### src/rtl/axi_coeff_slave.sv
// axi_coeff_slave: AXI4-Lite slave that drives the coefficient register-write port
// and keeps a 16-bit readback shadow of every coefficient word.
`default_nettype none

module axi_coeff_slave #(
  parameter int NUM_COEFF = 25,
  parameter int ADDR_W    = 8
) (
  input  logic              microblaze_clk,
  input  logic              rst,
  input  logic [ADDR_W-1:0] s_awaddr,
  input  logic              s_awvalid,
  output logic              s_awready,
  input  logic [31:0]       s_wdata,
  input  logic [3:0]        s_wstrb,
  input  logic              s_wvalid,
  output logic              s_wready,
  output logic [1:0]        s_bresp,
  output logic              s_bvalid,
  input  logic              s_bready,
  input  logic [ADDR_W-1:0] s_araddr,
  input  logic              s_arvalid,
  output logic              s_arready,
  output logic [31:0]       s_rdata,
  output logic [1:0]        s_rresp,
  output logic              s_rvalid,
  input  logic              s_rready,
  output logic [ADDR_W-1:0] wr_addr,
  output logic              wr_en,
  output logic [31:0]       wr_data,
  output logic [3:0]        wr_strb
);

  localparam int               IDX_W     = ADDR_W - 2;
  localparam int               SH_W      = $clog2(NUM_COEFF);
  localparam logic [IDX_W-1:0] IDX_LIMIT = IDX_W'(NUM_COEFF);
  localparam logic [1:0]       RESP_OKAY = 2'b00;
  localparam logic [1:0]       RESP_SLV  = 2'b10;

  typedef enum logic [1:0] {W_IDLE = 2'd0, W_EXEC = 2'd1, W_RESP = 2'd2} wstate_t;
  typedef enum logic       {R_IDLE = 1'b0, R_DATA = 1'b1} rstate_t;

  wstate_t           wstate_q;
  rstate_t           rstate_q;
  logic              aw_full_q, w_full_q;
  logic [IDX_W-1:0]  awidx_q;
  logic [15:0]       wdata_q;
  logic [3:0]        wstrb_q;
  logic              awready_q, wready_q, bvalid_q, arready_q, rvalid_q;
  logic [1:0]        bresp_q, rresp_q;
  logic [31:0]       rdata_q;
  logic              wr_en_q;
  logic [ADDR_W-1:0] wr_addr_q;
  logic [31:0]       wr_data_q;
  logic [3:0]        wr_strb_q;
  logic [15:0]       shadow_q [NUM_COEFF];

  logic              aw_hs, w_hs, ar_hs;
  logic              aw_ok, ar_ok;
  logic [IDX_W-1:0]  aridx;
  logic [15:0]       cur_word, merge_d, rd_word;
  logic              unused_ok;

  assign aw_hs = s_awvalid && awready_q;
  assign w_hs  = s_wvalid && wready_q;
  assign ar_hs = s_arvalid && arready_q;
  assign aridx = s_araddr[ADDR_W-1:2];
  assign aw_ok = awidx_q < IDX_LIMIT;
  assign ar_ok = aridx < IDX_LIMIT;

  // Shadow lookups are guarded by the range check so the truncated index never escapes.
  assign cur_word = aw_ok ? shadow_q[awidx_q[SH_W-1:0]] : 16'h0000;
  assign rd_word  = ar_ok ? shadow_q[aridx[SH_W-1:0]] : 16'h0000;
  assign merge_d  = {wstrb_q[1] ? wdata_q[15:8] : cur_word[15:8],
                     wstrb_q[0] ? wdata_q[7:0]  : cur_word[7:0]};

  assign unused_ok = &{1'b0, s_wdata[31:16], s_awaddr[1:0], s_araddr[1:0]};

  always_ff @(posedge microblaze_clk) begin
    if (rst) begin
      wstate_q  <= W_IDLE;
      aw_full_q <= 1'b0;
      w_full_q  <= 1'b0;
      awidx_q   <= '0;
      wdata_q   <= '0;
      wstrb_q   <= '0;
      awready_q <= 1'b0;
      wready_q  <= 1'b0;
      bvalid_q  <= 1'b0;
      bresp_q   <= RESP_OKAY;
      wr_en_q   <= 1'b0;
      wr_addr_q <= '0;
      wr_data_q <= '0;
      wr_strb_q <= '0;
      for (int i = 0; i < NUM_COEFF; i++) shadow_q[i] <= '0;
    end else begin
      wr_en_q <= 1'b0;
      case (wstate_q)
        W_IDLE: begin
          if (aw_hs) begin
            awidx_q   <= s_awaddr[ADDR_W-1:2];
            aw_full_q <= 1'b1;
            awready_q <= 1'b0;
          end else begin
            awready_q <= !aw_full_q;
          end
          if (w_hs) begin
            wdata_q  <= s_wdata[15:0];
            wstrb_q  <= s_wstrb;
            w_full_q <= 1'b1;
            wready_q <= 1'b0;
          end else begin
            wready_q <= !w_full_q;
          end
          if ((aw_full_q || aw_hs) && (w_full_q || w_hs)) wstate_q <= W_EXEC;
        end
        W_EXEC: begin
          if (aw_ok) begin
            wr_en_q   <= 1'b1;
            wr_addr_q <= {awidx_q, 2'b00};
            wr_data_q <= {{16{merge_d[15]}}, merge_d};
            wr_strb_q <= wstrb_q;
            shadow_q[awidx_q[SH_W-1:0]] <= merge_d;
          end
          bresp_q  <= aw_ok ? RESP_OKAY : RESP_SLV;
          bvalid_q <= 1'b1;
          wstate_q <= W_RESP;
        end
        W_RESP: begin
          if (s_bready) begin
            bvalid_q  <= 1'b0;
            aw_full_q <= 1'b0;
            w_full_q  <= 1'b0;
            awready_q <= 1'b1;
            wready_q  <= 1'b1;
            wstate_q  <= W_IDLE;
          end
        end
        default: wstate_q <= W_IDLE;
      endcase
    end
  end

  // Read path samples the shadow before any same-edge write lands, so it sees the old value.
  always_ff @(posedge microblaze_clk) begin
    if (rst) begin
      rstate_q  <= R_IDLE;
      arready_q <= 1'b0;
      rvalid_q  <= 1'b0;
      rresp_q   <= RESP_OKAY;
      rdata_q   <= '0;
    end else begin
      case (rstate_q)
        R_IDLE: begin
          if (ar_hs) begin
            rdata_q   <= {{16{rd_word[15]}}, rd_word};
            rresp_q   <= ar_ok ? RESP_OKAY : RESP_SLV;
            rvalid_q  <= 1'b1;
            arready_q <= 1'b0;
            rstate_q  <= R_DATA;
          end else begin
            arready_q <= 1'b1;
          end
        end
        R_DATA: begin
          if (s_rready) begin
            rvalid_q  <= 1'b0;
            arready_q <= 1'b1;
            rstate_q  <= R_IDLE;
          end
        end
        default: rstate_q <= R_IDLE;
      endcase
    end
  end

  assign s_awready = awready_q;
  assign s_wready  = wready_q;
  assign s_bvalid  = bvalid_q;
  assign s_bresp   = bresp_q;
  assign s_arready = arready_q;
  assign s_rvalid  = rvalid_q;
  assign s_rresp   = rresp_q;
  assign s_rdata   = rdata_q;
  assign wr_en     = wr_en_q;
  assign wr_addr   = wr_addr_q;
  assign wr_data   = wr_data_q;
  assign wr_strb   = wr_strb_q;

endmodule

`default_nettype wire

### config.mk
export PLATFORM = sky130hd
export DESIGN_NAME = axi_coeff_slave
export DESIGN_NICKNAME = d
export VERILOG_FILES = /design/src/rtl/axi_coeff_slave.sv
export SDC_FILE = /design/constraint.sdc
export NUM_CORES = 1
export LEC_CHECK = 0
export CORE_ASPECT_RATIO = 1.5
export CORE_MARGIN = 4
export CORE_UTILIZATION = 30
export CTS_CLUSTER_DIAMETER = 200
export DETAILED_ROUTE_END_ITERATION = 10
export SETUP_SLACK_MARGIN = 0.05
export SLEW_MARGIN = 30
export SYNTH_ARGS = -nofsm -noshare
export SYNTH_HDL_FRONTEND = slang
export SYNTH_SLANG_ARGS = --single-unit
### constraint.sdc
create_clock -name microblaze_clk -period 3.3 [get_ports microblaze_clk]
set_clock_uncertainty 0.05 [all_clocks]
set_input_delay 0.66 -clock microblaze_clk [delete_from_list [all_inputs] [get_ports microblaze_clk]]
set_output_delay 0.66 -clock microblaze_clk [all_outputs]
set_load 0.005 [all_outputs]
==> run metrics <==
PortBufs=120; most frequent cells in the layout=512 x edfxtp_1, 399 x a21oi_1, 263 x mux2i_1; CTS tree=done; commonest non-fill, non-tap cell in the layout=edfxtp_1; status=finished, final reports clean; internal power=13.6 mW; antenna violations before repair=1; most area-hungry cell type in the Yosys netlist=edfxtp_1; pin count of the biggest net entering global routing=65; Synth area leaders=edfxtp_1 52%, mux4_2 10%, mux2i_1 8.9%; post-route met1 wirelength=36700 microns; post-CTS setup buffer count=0; Max Cap Viol=0; CTS clk-pin slew, worst paths=70 ps; top cell type's share of synthesized area=0.517; FP Rows=141; WL met2=52900 microns; Syn Area/Cell=13.2 sq um; Worst setup SP type=register; initial DRC count=2663; Post-Syn Instances=2244; IO Pins=145; worst-path fanout max=16; highest metal layer with signal wires=met4; critical register-to-register path endpoint=shadow_q[14][0]$_SDFFCE_PN0P_; global route overflow=0; Post-DP Area=0.0336 sq mm; GRT Util Overall=0.195; Longest Clk Path Bufs=3; Slew HR=0.337; final setup fails=0; pwr dens=517 mW/mm^2; Synth-to-Final Area Change=19.5%; Max H-tree Level=2; top_reg_cell synth=edfxtp_1; WL met3=8700 microns; DR vias/cell=5.69; sequential area share after synthesis=0.575; clock latency on the worst-skew pair=640 ps; drt total wl=106000 microns; Critical Path End Type=register; ant diodes=0; Final Hold Vio Count=0; crit path kind=register to register; gpl congestion=0.908; vias in the first global route=22100; Sw Ratio=0.259; Hold Startpoint=wdata_q[9]$_SDFFE_PP0P_; CP required=3610 ps; R2R setup slack=220 ps; die height=393 microns; Reg2Reg Depth=7; wire length per cell=27.9 microns; via count=21600; Core Box Area=0.0984 sq mm; Comb pwr share=0.136; setup TNS=0 ps; Final Cell Area=0.0355 sq mm; worst ir drop on vdd=0.000412 V; Die Area=0.104 sq mm; NetSw=4.75 mW; DRC viols=0; Clock power frac=0.377; Clock Sinks=598; fill count=9486; CP Data Arrival Time=3400 ps; first-pass GRT wire length=150000 microns; HP Class=register to register; hold path depth=2; P_leak=12.0 nW; Mapped Area=0.0297 sq mm; FFs w/ async S/R, synth=0; final number of max-transition violations=0; CTS Hold Bufs=0; unrepaired setup endpoints after global routing=false; layout cells sized above 1=0.181; Die Span X=265 microns; CTS resizes=0; Seq pwr share=0.487; Slew @ Worst Pin=992 ps; Detail Route Antenna Nets=0; Peak Freq=324 MHz; WHS Endpoint=wdata_q[9]$_SDFFE_PP0P_; final worst-path cycle share=0.935; Starting Density=0.302; FF+latch count, synth=598; Synth Warn #=0; Root Driver=clkbuf_16; post-synth cell types=55; Num CTS Buffers=55; number of synthesized flops with an enable pin=512; fin crit period=3080 ps; final HPWL from detailed placement=72400 microns; Total Nets Final=2528; Pre-antenna DRT Iters=6
[cell families (layout without fill, tap and decap cells)]
kind of cell,count (synthesis),count (layout),share of synthesized area
AO/OA/AOI/OAI,657,657,0.139
flip-flops,598,598,0.575
multiplexers,397,397,0.189
AND/OR/NAND/NOR,336,336,0.0546
buffers and inverters,255,411,0.0411
other,1,116,0.000126
[Yosys cell counts, drive strengths merged (5+ instances only)]
library cell / n
nor3b: 5
a21o: 28
nor2: 97
a211o: 8
mux2i: 263
o22ai: 16
nor2b: 23
a22o: 20
o2111ai: 15
buf: 144
o221ai: 37
or4: 15
nand2: 130
edfxtp: 512
nand3: 7
mux4: 132
o211ai: 14
nor3: 6
a32o: 14
a22oi: 87
clkbuf: 107
nand2b: 29
a21oi: 399
dfxtp: 86
[worst max path at each step]
stage	start	endpoint	slack (ps)
global placement	s_araddr[4]	s_rdata[12]$_SDFFE_PP0P_	280
global route	register	shadow_q[4][15]$_SDFFCE_PN0P_	180
floorplan	s_araddr[2]	s_rdata[7]$_SDFFE_PP0P_	400
finish	register	shadow_q[14][0]$_SDFFCE_PN0P_	220
detailed placement	s_araddr[4]	s_rdata[12]$_SDFFE_PP0P_	290
CTS	register	shadow_q[15][0]$_SDFFCE_PN0P_	270
[cell type report]
class	count	area [sq um]	area share
flip-flops and latches	598	17100	0.482
multi-input cells	1506	11900	0.335
repair buffers	304	2970	0.0836
well taps	1287	1610	0.0454
clock buffers	68	1500	0.0422
clock inverters	35	430	0.0121
inverters	4	15.0	0.000423
[flip-flops by register name, summed over array words and instances (netlist names), named ones only]
register / cells
aw_full_q: 1
awidx_q: 6
rstate_q: 1
s_arready: 1
s_awready: 1
s_bresp: 1
s_bvalid: 1
s_rdata: 16
s_rresp: 1
s_rvalid: 1
s_wready: 1
shadow_q: 512
w_full_q: 1
wdata_q: 16
wr_addr: 6
wr_data: 16
wr_en: 1
wr_strb: 4
wstate_q: 2
wstrb_q: 4
[power groups by stage]
stage | clock network, mW | logic (mW) | registers, mW
after global placement | 0 | 2.42 | 9.06
after CTS | 7.02 | 2.47 | 8.93
after floorplan | 0 | 1.49 | 8.97
final | 6.92 | 2.50 | 8.93
after global routing | 7.29 | 2.63 | 8.97
after detailed placement | 0 | 2.46 | 9.09
[layer usage]
metal | global-route usage | vias to the layer above
met4 | 0.117 | 0
met5 | 0 | -
met2 | 0.342 | 1310
li1 | - | 9137
met3 | 0.0308 | 356
met1 | 0.224 | 10800
[through the flow]
stage	cells	util	hold slack [ps]	worst slack, ps	power, mW
6_report	3802	0.361	411	215	18.4
5_1_grt	3802	0.361	426	175	18.9
4_1_cts	3802	0.360	407	272	18.4
3_5_place_dp	3699	0.341	397	289	11.6
3_3_place_gp	3699	0.341	404	283	11.5
2_1_floorplan	2359	-	386	396	10.5
[worst max-delay path: stages (launching register included)]
cell and delay [ps]:
dfxtp_2 670, buf_4 260, and2_1 430, a22oi_1 310, a21oi_1 300, o31a_1 410
buf_4 290, nor2_1 80
No activity file was read; power rests on OpenSTA's default activity.
